### src/rtl/melody_sequencer_pkg.sv
// Shared definitions for the melody sequencer: note codes, 40 MHz half-period
// divide table, default divider width and FSM state encoding.
package melody_sequencer_pkg;

    localparam int DIV_WIDTH_DEF = 20;

    localparam logic [3:0] NOTE_REST = 4'd0;
    localparam logic [3:0] NOTE_C4   = 4'd1;
    localparam logic [3:0] NOTE_CS4  = 4'd2;
    localparam logic [3:0] NOTE_D4   = 4'd3;
    localparam logic [3:0] NOTE_DS4  = 4'd4;
    localparam logic [3:0] NOTE_E4   = 4'd5;
    localparam logic [3:0] NOTE_F4   = 4'd6;
    localparam logic [3:0] NOTE_FS4  = 4'd7;
    localparam logic [3:0] NOTE_G4   = 4'd8;
    localparam logic [3:0] NOTE_GS4  = 4'd9;
    localparam logic [3:0] NOTE_A4   = 4'd10;
    localparam logic [3:0] NOTE_AS4  = 4'd11;
    localparam logic [3:0] NOTE_B4   = 4'd12;

    typedef enum logic [1:0] {
        ST_IDLE = 2'd0,
        ST_NOTE = 2'd1,
        ST_GAP  = 2'd2,
        ST_DONE = 2'd3
    } seq_state_t;

    // round(20 MHz / f): half-period counts at a 40 MHz system clock
    function automatic logic [19:0] note_half_period(input logic [3:0] code);
        case (code)
            NOTE_C4:  return 20'd76336;
            NOTE_CS4: return 20'd72202;
            NOTE_D4:  return 20'd68027;
            NOTE_DS4: return 20'd64309;
            NOTE_E4:  return 20'd60606;
            NOTE_F4:  return 20'd57307;
            NOTE_FS4: return 20'd54054;
            NOTE_G4:  return 20'd51020;
            NOTE_GS4: return 20'd48193;
            NOTE_A4:  return 20'd45455;
            NOTE_AS4: return 20'd42918;
            NOTE_B4:  return 20'd40486;
            default:  return 20'd0;
        endcase
    endfunction

    function automatic logic is_tone(input logic [3:0] code);
        return (code >= NOTE_C4) && (code <= NOTE_B4);
    endfunction

endpackage

### src/rtl/melody_rom.sv
// Fixed melody ROM: entry = {note_code[3:0], dur[3:0]}, dur 0 marks end of song.
// SONG_ID 0 is the shipping tune; SONG_ID 1 is a short tune with a marker.
module melody_rom
    import melody_sequencer_pkg::*;
#(
    parameter int IDX_W   = 4,
    parameter int SONG_ID = 0
) (
    input  logic [IDX_W-1:0] idx,
    output logic [7:0]       entry
);

    logic [7:0] addr;
    assign addr = 8'(idx);

    always_comb begin
        entry = 8'h00;
        if (SONG_ID == 1) begin
            case (addr)
                8'd0:    entry = {NOTE_A4,   4'd1};
                8'd1:    entry = {NOTE_C4,   4'd2};
                8'd2:    entry = {NOTE_REST, 4'd1};
                default: entry = 8'h00;
            endcase
        end else begin
            case (addr)
                8'd0:    entry = {NOTE_C4,   4'd1};
                8'd1:    entry = {NOTE_D4,   4'd1};
                8'd2:    entry = {NOTE_E4,   4'd1};
                8'd3:    entry = {NOTE_F4,   4'd1};
                8'd4:    entry = {NOTE_G4,   4'd2};
                8'd5:    entry = {NOTE_G4,   4'd2};
                8'd6:    entry = {NOTE_A4,   4'd1};
                8'd7:    entry = {NOTE_A4,   4'd1};
                8'd8:    entry = {NOTE_G4,   4'd2};
                8'd9:    entry = {NOTE_REST, 4'd1};
                8'd10:   entry = {NOTE_F4,   4'd1};
                8'd11:   entry = {NOTE_F4,   4'd1};
                8'd12:   entry = {NOTE_E4,   4'd2};
                8'd13:   entry = {NOTE_D4,   4'd1};
                8'd14:   entry = {NOTE_D4,   4'd1};
                8'd15:   entry = {NOTE_C4,   4'd2};
                default: entry = 8'h00;
            endcase
        end
    end

endmodule

### src/rtl/melody_sequencer.sv
// Steps through melody_rom on edges of the 100 Hz tick_in and emits tone divide counts.
// Define MELODY_LOOP_EN to wrap to index 0 at song end instead of stopping.
module melody_sequencer
    import melody_sequencer_pkg::*;
#(
    parameter int SONG_LEN   = 16,
    parameter int BEAT_TICKS = 25,
    parameter int GAP_TICKS  = 2,
    parameter int DIV_WIDTH  = DIV_WIDTH_DEF,
    parameter int SONG_ID    = 0,
    localparam int IDX_W     = (SONG_LEN > 1) ? $clog2(SONG_LEN) : 1
) (
    input  logic                 clk,
    input  logic                 rst_n,
    input  logic                 tick_in,
    input  logic                 play,
    input  logic                 stop,
    output logic [DIV_WIDTH-1:0] note_div,
    output logic                 note_valid,
    output logic                 busy,
    output logic                 done,
    output logic [IDX_W-1:0]     note_idx,
    output logic [1:0]           state_dbg
);

    localparam int MAX_CNT = (15 * BEAT_TICKS > GAP_TICKS) ? 15 * BEAT_TICKS : GAP_TICKS;
    localparam int CNT_W   = $clog2(MAX_CNT + 1);
    localparam logic [IDX_W-1:0] LAST_IDX = IDX_W'(SONG_LEN - 1);

    seq_state_t           state;
    logic                 s1, s2, s3, tick;
    logic [CNT_W-1:0]     tick_cnt, note_last, gap_last;
    logic [7:0]           cur_entry, nxt_entry;
    logic [IDX_W-1:0]     nxt_idx;
    logic [DIV_WIDTH-1:0] nxt_div;
    logic                 nxt_valid, note_end, gap_end, advance, song_end;

    assign tick      = s2 & ~s3;
    assign state_dbg = state;

    assign note_last = CNT_W'(cur_entry[3:0]) * CNT_W'(BEAT_TICKS) - CNT_W'(1);
    assign gap_last  = CNT_W'(GAP_TICKS) - CNT_W'(1);
    assign note_end  = (state == ST_NOTE) && (cur_entry[3:0] != 4'd0) && tick && (tick_cnt == note_last);
    assign gap_end   = (state == ST_GAP) && tick && (tick_cnt == gap_last);
    assign advance   = (GAP_TICKS > 0) ? gap_end : note_end;
    assign song_end  = (advance && (note_idx == LAST_IDX)) ||
                       ((state == ST_NOTE) && (cur_entry[3:0] == 4'd0));

    // Second ROM port looks up the entry being moved to, so outputs change with the index
    assign nxt_idx   = ((state == ST_IDLE) || song_end) ? '0 : note_idx + IDX_W'(1);
    assign nxt_div   = DIV_WIDTH'(note_half_period(nxt_entry[7:4]));
    assign nxt_valid = is_tone(nxt_entry[7:4]);

    melody_rom #(.IDX_W(IDX_W), .SONG_ID(SONG_ID)) u_rom_cur (.idx(note_idx), .entry(cur_entry));
    melody_rom #(.IDX_W(IDX_W), .SONG_ID(SONG_ID)) u_rom_nxt (.idx(nxt_idx),  .entry(nxt_entry));

    always_ff @(posedge clk or negedge rst_n) begin
        if (!rst_n) begin
            s1         <= 1'b0;
            s2         <= 1'b0;
            s3         <= 1'b0;
            state      <= ST_IDLE;
            tick_cnt   <= '0;
            note_idx   <= '0;
            note_div   <= '0;
            note_valid <= 1'b0;
            busy       <= 1'b0;
            done       <= 1'b0;
        end else begin
            s1   <= tick_in;
            s2   <= s1;
            s3   <= s2;
            done <= 1'b0;
            if (stop) begin
                state      <= ST_IDLE;
                tick_cnt   <= '0;
                note_idx   <= '0;
                note_div   <= '0;
                note_valid <= 1'b0;
                busy       <= 1'b0;
            end else begin
                case (state)
                    ST_IDLE: begin
                        if (play) begin
                            state      <= ST_NOTE;
                            tick_cnt   <= '0;
                            note_idx   <= '0;
                            note_div   <= nxt_div;
                            note_valid <= nxt_valid;
                            busy       <= 1'b1;
                        end
                    end
                    ST_NOTE, ST_GAP: begin
                        if (song_end) begin
                            done     <= 1'b1;
                            tick_cnt <= '0;
`ifdef MELODY_LOOP_EN
                            state      <= ST_NOTE;
                            note_idx   <= '0;
                            note_div   <= nxt_div;
                            note_valid <= nxt_valid;
`else
                            state      <= ST_DONE;
                            note_div   <= '0;
                            note_valid <= 1'b0;
`endif
                        end else if (advance) begin
                            state      <= ST_NOTE;
                            tick_cnt   <= '0;
                            note_idx   <= nxt_idx;
                            note_div   <= nxt_div;
                            note_valid <= nxt_valid;
                        end else if (note_end) begin
                            state      <= ST_GAP;
                            tick_cnt   <= '0;
                            note_div   <= '0;
                            note_valid <= 1'b0;
                        end else if (tick) begin
                            tick_cnt <= tick_cnt + CNT_W'(1);
                        end
                    end
                    ST_DONE: begin
                        state    <= ST_IDLE;
                        note_idx <= '0;
                        busy     <= 1'b0;
                    end
                endcase
            end
        end
    end

endmodule

### config.mk
export PLATFORM = sky130hd
export DESIGN_NAME = melody_sequencer
export DESIGN_NICKNAME = d
export VERILOG_FILES = /design/src/rtl/melody_sequencer_pkg.sv /design/src/rtl/melody_rom.sv /design/src/rtl/melody_sequencer.sv
export SDC_FILE = /design/constraint.sdc
export NUM_CORES = 1
export LEC_CHECK = 0
export ABC_CLOCK_PERIOD_IN_PS = 5750
export CORE_ASPECT_RATIO = 1.25
export CORE_MARGIN = 2
export CORE_UTILIZATION = 36
export DETAILED_ROUTE_END_ITERATION = 12
export MAX_ROUTING_LAYER = met4
export PLACE_DENSITY = 0.6
export SLEW_MARGIN = 0
export SYNTH_ARGS = -nofsm -noshare
export SYNTH_HDL_FRONTEND = slang
export SYNTH_SLANG_ARGS = --single-unit
export TNS_END_PERCENT = 100
### constraint.sdc
create_clock -name clk -period 5.75 [get_ports clk]
set_input_delay 0.575 -clock clk [delete_from_list [all_inputs] [get_ports clk]]
set_output_delay 0.575 -clock clk [all_outputs]
set_load 0.02 [all_outputs]
Word level (Yosys, flattened, before mapping)
Memories as Yosys holds them, arrays and structs flattened.
Cells that the tools add are included.
{"block": "word_totals", "rom_bits": 464, "register_bits": 41, "out_inout_bits": 29, "n_memories": 3, "in_bits": 5}
{"block": "op_classes", "bitwise_logic": 2, "order_cmp": 2, "multipliers": 1, "add_sub_neg": 3, "eq_ne": 11, "reduce_logical": 21, "muxes": 37}
{"memory": "(no name shown)", "words": 16, "word_bits": 17, "read_ports": 1, "rd_ports_with_merged_regs": 0, "write_ports": 0, "line_no": "melody_sequencer_pkg.sv:30", "rtl": "case (code)"}
{"memory": "(no name shown)", "words": 16, "word_bits": 6, "read_ports": 1, "rd_ports_with_merged_regs": 0, "write_ports": 0, "line_no": "melody_rom.sv:26", "rtl": "case (addr)"}
{"memory": "(no name shown)", "words": 16, "word_bits": 6, "read_ports": 1, "rd_ports_with_merged_regs": 0, "write_ports": 0, "line_no": "melody_rom.sv:26"}
{"op": "2-to-1 mux 20 bit", "n": 5}
{"op": "2-to-1 mux 9 bit", "n": 6}
{"op": "one-hot mux 20 bit (2 select lines)", "n": 1}
{"op": "2-to-1 mux 4 bit", "n": 5}
{"op": "one-hot mux 9 bit (2 select lines)", "n": 1}
{"op": "one-hot mux 4 bit (3 select lines)", "n": 1}
{"op": "2-to-1 mux 1 bit", "n": 10}
{"op": "2-to-1 mux 2 bit", "n": 5}
{"op": "adder 9 x 1 -> 9 bit, second input constant", "n": 1}
{"op": "equality test 9 x 1 -> 1 bit, second input constant", "n": 1}
{"op": "equality test 9 bit", "n": 1}
{"op": "multiplier 4 x 5 -> 9 bit, second input constant", "n": 1}
{"op": "inequality test 3 bit, second input constant", "n": 3}
{"op": "AND reduction 3 bit", "n": 3}
{"op": "subtractor 9 x 1 -> 9 bit, second input constant", "n": 1}
{"op": "logical AND 1 bit", "n": 8}
{"op": "inequality test 6 bit, second input constant", "n": 1}
{"op": "one-hot mux 2 bit (3 select lines)", "n": 1}
{"op": "nonzero test 3 bit", "n": 2}
{"op": "inequality test 5 bit, second input constant", "n": 1}
{"op": "adder 4 x 1 -> 4 bit, second input constant", "n": 1}
{"op": "equality test 2 bit, second input constant", "n": 2}
{"op": "equality test 4 bit, second input constant", "n": 1}
{"op": ">= comparator 4 x 1 -> 1 bit, second input constant", "n": 1}
{"op": "11 further kinds", "n": 14}

Depth between registers and ports, before layout
An unclocked memory read counts as a cell.
{"block": "logic_depth", "ltp_word": 15, "mapped_depth": 25, "mapped_depth_nobuf": 23}

By module
Synthesis repeated with hierarchy kept, for this count alone.
{"block": "hier_totals", "hier_cells": 339, "hier_area_um2": 3216.8}
{"mod": "melody_sequencer", "cells_per_inst": 290, "n_inst": 1, "area_per_inst_um2": 2820.2, "seq_area_each_um2": 950.9}
{"mod": "melody_rom (u_rom_cur)", "cells_per_inst": 25, "n_inst": 1, "area_per_inst_um2": 207.7, "seq_area_each_um2": 0.0}
{"mod": "melody_rom (u_rom_nxt)", "cells_per_inst": 24, "n_inst": 1, "area_per_inst_um2": 188.9, "seq_area_each_um2": 0.0}

Worst setup path after synthesis
OpenSTA, ideal clock, no wires.
{"block": "synth_path", "path_type": "flip-flop to flip-flop", "from": "register note_idx[0]", "to": "register note_div[9]", "n_path_buf": 2, "path_slack_ps": 660, "arrival_ps": 4960, "stages_incl_launch_ff": 26, "required_ps": 5620, "cell_sequence": "dfrtp_1 > buf_2 > inv_1 > ha_1 > nor2b_1 > o21ai_0 > and2_1 > ha_1 > and2_2 > nor2_1 > o21a_2 > buf_2 > nand2_1 > inv_1 > ha_1 > nand2b_1 > a2111oi_0 > a41oi_1 > a32oi_1 > nor2_1 > inv_1 > ha_1 > inv_1 > a211o_1 > a21oi_1 > o32ai_1"}
{"block": "synth_via", "elab_chain_cells": 12}
{"item": "from (decl)", "line_no": "melody_sequencer.sv:22", "rtl": "output logic [IDX_W-1:0] note_idx,"}
{"item": "from (signal assigned)", "line_no": "melody_sequencer.sv:110", "rtl": "note_idx <= nxt_idx;"}
{"item": "parallel branches: the longest is 12 deep, another holds multiplier 4 x 5 -> 9 bit"}
{"item": "to (signal assigned)", "line_no": "melody_sequencer.sv:88", "rtl": "note_div <= nxt_div;"}
{"item": "to (signal assigned)", "line_no": "melody_sequencer.sv:111", "rtl": "note_div <= nxt_div;"}
{"item": "to (decl)", "line_no": "melody_sequencer.sv:18", "rtl": "output logic [DIV_WIDTH-1:0] note_div,"}
Parallel ways; which one is timed is not known. The select of a mux whose other input is x is not followed.
A chain may end at the register's enable or synchronous reset.

Worst setup path in the final report
{"block": "layout_path", "from": "register note_idx[1]", "to": "register note_div[9]"}
The elaborated chain is that of the path after synthesis.

==> PnR_summary.wiki <==
{| class="wikitable"
! Metric !! Value
|-
| Combinational family with the most area after synthesis || compound AO/OA/AOI/OAI gates
|-
| Net count, final || ~400
|-
| Max-cap violation count || 0
|-
| Leakage power || approximately 0.0014 µW
|-
| Worst setup slack after placement || around 0.70 ns
|-
| Core Box Area || between 0.008 and 0.009 mm²
|-
| Ys Warns || 0
|-
| Period Utilization, post-route || 0.894
|-
| Highest clock rate || around 190 MHz
|-
| Post-synthesis instance area || approximately 0.003 mm²
|-
| Setup repair after global routing missed its margin || false
|-
| Die span in y || approximately 110 µm
|-
| Area fraction in compound gates after synthesis || 0.261
|-
| Main area contributors after synthesis || dfrtp_1 (32%), ha_1 (9.6%), inv_1 (4.6%), nand2_1 (3.5%), nor2_1 (2.4%)
|-
| Diode count || 0
|-
| Most used flip-flop cell after synthesis || dfrtp_1
|-
| Gates resized, CTS repair || 0
|-
| Share of Yosys cell area claimed by the top area cell type || 0.317
|-
| H-Tree Level Count || 2
|-
| CTS Root Cell || clkbuf_8
|-
| Antenna violations before repair || 0
|-
| Setup tns final || 0 ns
|-
| Avg Cell Area, Syn || 8.90 µm²
|-
| Footprint of the flip-flops and latches || ~950 µm²
|-
| Cells along the critical path || inv_2 -> ha_1 -> nor2b_1 -> o21ai_1 -> nand2_1 -> ha_1 -> and2_2 -> nor2_1 -> o21a_2 -> nand2_1 -> inv_1 -> ha_1 -> nand2b_1 -> a2111oi_0 -> a41oi_1 -> a32oi_1 -> nor2_1 -> inv_1 -> ha_1 -> inv_1 -> a211o_1 -> a21oi_1 -> o32ai_1
|-
| Worst reg-to-reg path cell count || 23
|-
| Critical path launch point type || flop
|-
| Slowest cell on the critical path || dfrtp_1
|-
| Number of endpoints with negative hold slack in the final report || 0
|-
| Starting Density || 0.368
|-
| Count of flip-flops with a built-in enable after synthesis || 0
|-
| CTS buffer count || 5
|-
| Max-slew headroom || 0.433
|-
| Placement-stage cell area || ~0.0034 mm²
|-
| Design area || 0.00347 mm²
|-
| Power density over cell area || ~380 mW/mm²
|-
| Number of placed cells counting well taps || 455
|-
| Worst Slack Setup Final || roughly 0.61 ns
|-
| Clock latency at the later pin of the worst-skew pair || 0.29 ns
|-
| Most used cells in the layout excluding fill and tap cells || dfrtp_1 (38), inv_1 (37), clkdlybuf4s50_1 (29)
|-
| Critical hold path startpoint || s1
|-
| Post-synthesis register bit count || 38
|-
| Floorplan row count || 37
|-
| Sum of overflow across all layers after global routing || 0
|-
| Fill cell total of the finished layout || 797
|-
| Via count || between 2k and 3k
|-
| Largest net degree at the start of global routing || 39
|-
| Area occupied by multi-input gates || roughly 0.0018 mm²
|-
| Cell taking the most area after synthesis || dfrtp_1
|-
| Total length of routed wires || between 7 and 8 mm
|-
| Detailed placement HPWL || approximately 5.3 mm
|-
| Multiplexer share of the synthesized area || 0.0134
|-
| Number of standard cells in the final layout excluding fillers || 462
|-
| Drt first pass iters || 4
|-
| Area share of and/or/nand/nor cells after synthesis || 0.193
|-
| Number of instances on the worst hold path || 0
|-
| Run status || finished, final reports clean
|-
| Buffers added on ports || 30
|-
| Synth unique cells || between 70 and 80
|-
| Area share of xor/xnor cells in the synthesized design || 0.0321
|-
| Horizontal die dimension || roughly 86 µm
|-
| Top-Level Pins || 34
|-
| Worst VDD drop || between 0.2 and 0.25 mV
|-
| Max Buffers Root-to-Sink || 2
|-
| Total clock sinks || 38
|-
| Endpoint required time on the critical path || between 5 and 6 ns
|-
| DIE AREA || about 0.0091 mm²
|-
| Arr. time, crit path || approximately 5.3 ns
|-
| Clock transition at path regs || 0.08 ns
|-
| Leading cell type in the layout, fill and taps excluded || dfrtp_1
|-
| Crit end category || flop
|-
| Sequential-to-total area share from yosys stat || 0.317
|-
| DRC violation count after routing || 0
|-
| Post-DR vias/cell || around 5.5
|-
| Worst reg2reg startpoint || note_idx[1]
|-
| Crit-path max FO || 13
|-
| Endpoints failing setup || 0
|-
| Area added between synthesis and finish || 15.8%
|-
| Cts-stage hold buffer count || 0
|-
| TritonCTS clock tree || built
|-
| Initial detailed-routing violation count || between 100 and 150
|-
| Source of the critical timing path || note_idx[1]
|-
| RePlAce Congestion || between 0.8 and 0.9
|-
| Transition time at the pin with the least slew margin || about 0.85 ns
|-
| Share of cells above drive strength 1 || 0.107
|-
| Post-layout min period || around 5.1 ns
|-
| Classification of the worst setup path || reg2reg
|-
| Global Route Usage Sum || 0.170
|-
| First-pass GRT wire length || around 12 mm
|-
| Number of buffers inserted to repair setup after CTS || 0
|-
| Vias in the first global route || between 2k and 2.5k
|-
| Count of antenna-violating nets left after detailed routing || 0
|-
| Clock Skews || between 0.008 and 0.009 ns
|-
| Avg WL per Cell || 15.7 µm
|-
| Synth Area in Adders || 0.0960
|-
| Critical path's most frequent cell || ha_1
|-
| Class of the worst hold path || reg2reg
|-
| Slowest Stage Delay on Critical Path || between 0.6 and 0.7 ns
|-
| Share of synthesized flip-flops with an asynchronous set or reset || 1.00
|-
| Final Max Tran Viols || 0
|-
| Cell count after synthesis || ~340
|}
[power by group]
part / switching (µW) / total, µW / internal [µW]
logic: 439 / 715 / 276
registers: 43.0 / 363 / 320
clock network: 96.0 / 235 / 139
[cell families after synthesis]
kind of cell | after synthesis
compound gates | 101
xor+xnor | 11
fa+ha+maj | 23
buf+inv | 56
flops | 38
mux | 4
other cells | 1
simple gates | 103
[worst paths after layout]
path                           endpoint  slack, ns
setup reg to reg            note_div[9]       0.61
hold reg to reg                      s2       0.36
hold / removal                       s2       0.36
setup / recovery            note_div[9]       0.61
max in group asynchronous  note_div[14]       4.83
min in group asynchronous   note_div[4]       0.39
[sequential cells by signal, summed over array words and instances, names as in the netlist]
| register | count |
|---|---|
| done | 1 |
| tick_cnt | 9 |
| s3 | 1 |
| s2 | 1 |
| busy | 1 |
| state_dbg | 2 |
| note_div | 17 |
| s1 | 1 |
| note_idx | 4 |
| note_valid | 1 |
[layer usage]
layer	track usage	vias up	wire [µm]
li1	-	1259	-
met1	0.219	1197	3350
met2	0.273	83	3500
met3	0.0295	11	295
met4	0.0544	0	112
met5	-	-	0
[through the flow]
step,power (µW),utilization,hold slack (ns)
after floorplan,857,-,0.279
after global placement,1070,0.412,0.336
after detailed placement,1070,0.412,0.340
after CTS,1320,0.426,0.359
after global routing,1400,0.426,0.371
final,1310,0.426,0.356
[cell type report]
type / count / share of cell area
clock inverter: 1 / 0.00865
tap: 97 / 0.0350
sequential: 38 / 0.274
clock buffer: 6 / 0.0238
inverter: 38 / 0.0411
multi-input combinational: 245 / 0.517
timing repair buffer: 37 / 0.100
[synth_stat cells, drive strengths merged, types with 6 or more instances]
cell type / count
a21oi: 14
nor2b: 7
nor2: 20
ha: 23
nor3: 9
buf: 17
inv: 38
o21ai: 19
o22ai: 8
nand2: 28
xnor2: 6
o221ai: 6
dfrtp: 38
nand3: 7
[critical path, delay by kind of cell (launching register included)]
kind                       cells  cell delay [ns]
and+or+nand+nor                7             1.01
DFF                            1             0.61
adders and majority gates      4             1.20
AOI/OAI and AO/OA              8             1.75
buffers and inverters          4             0.41
No activity file was read; power rests on OpenSTA's default activity.
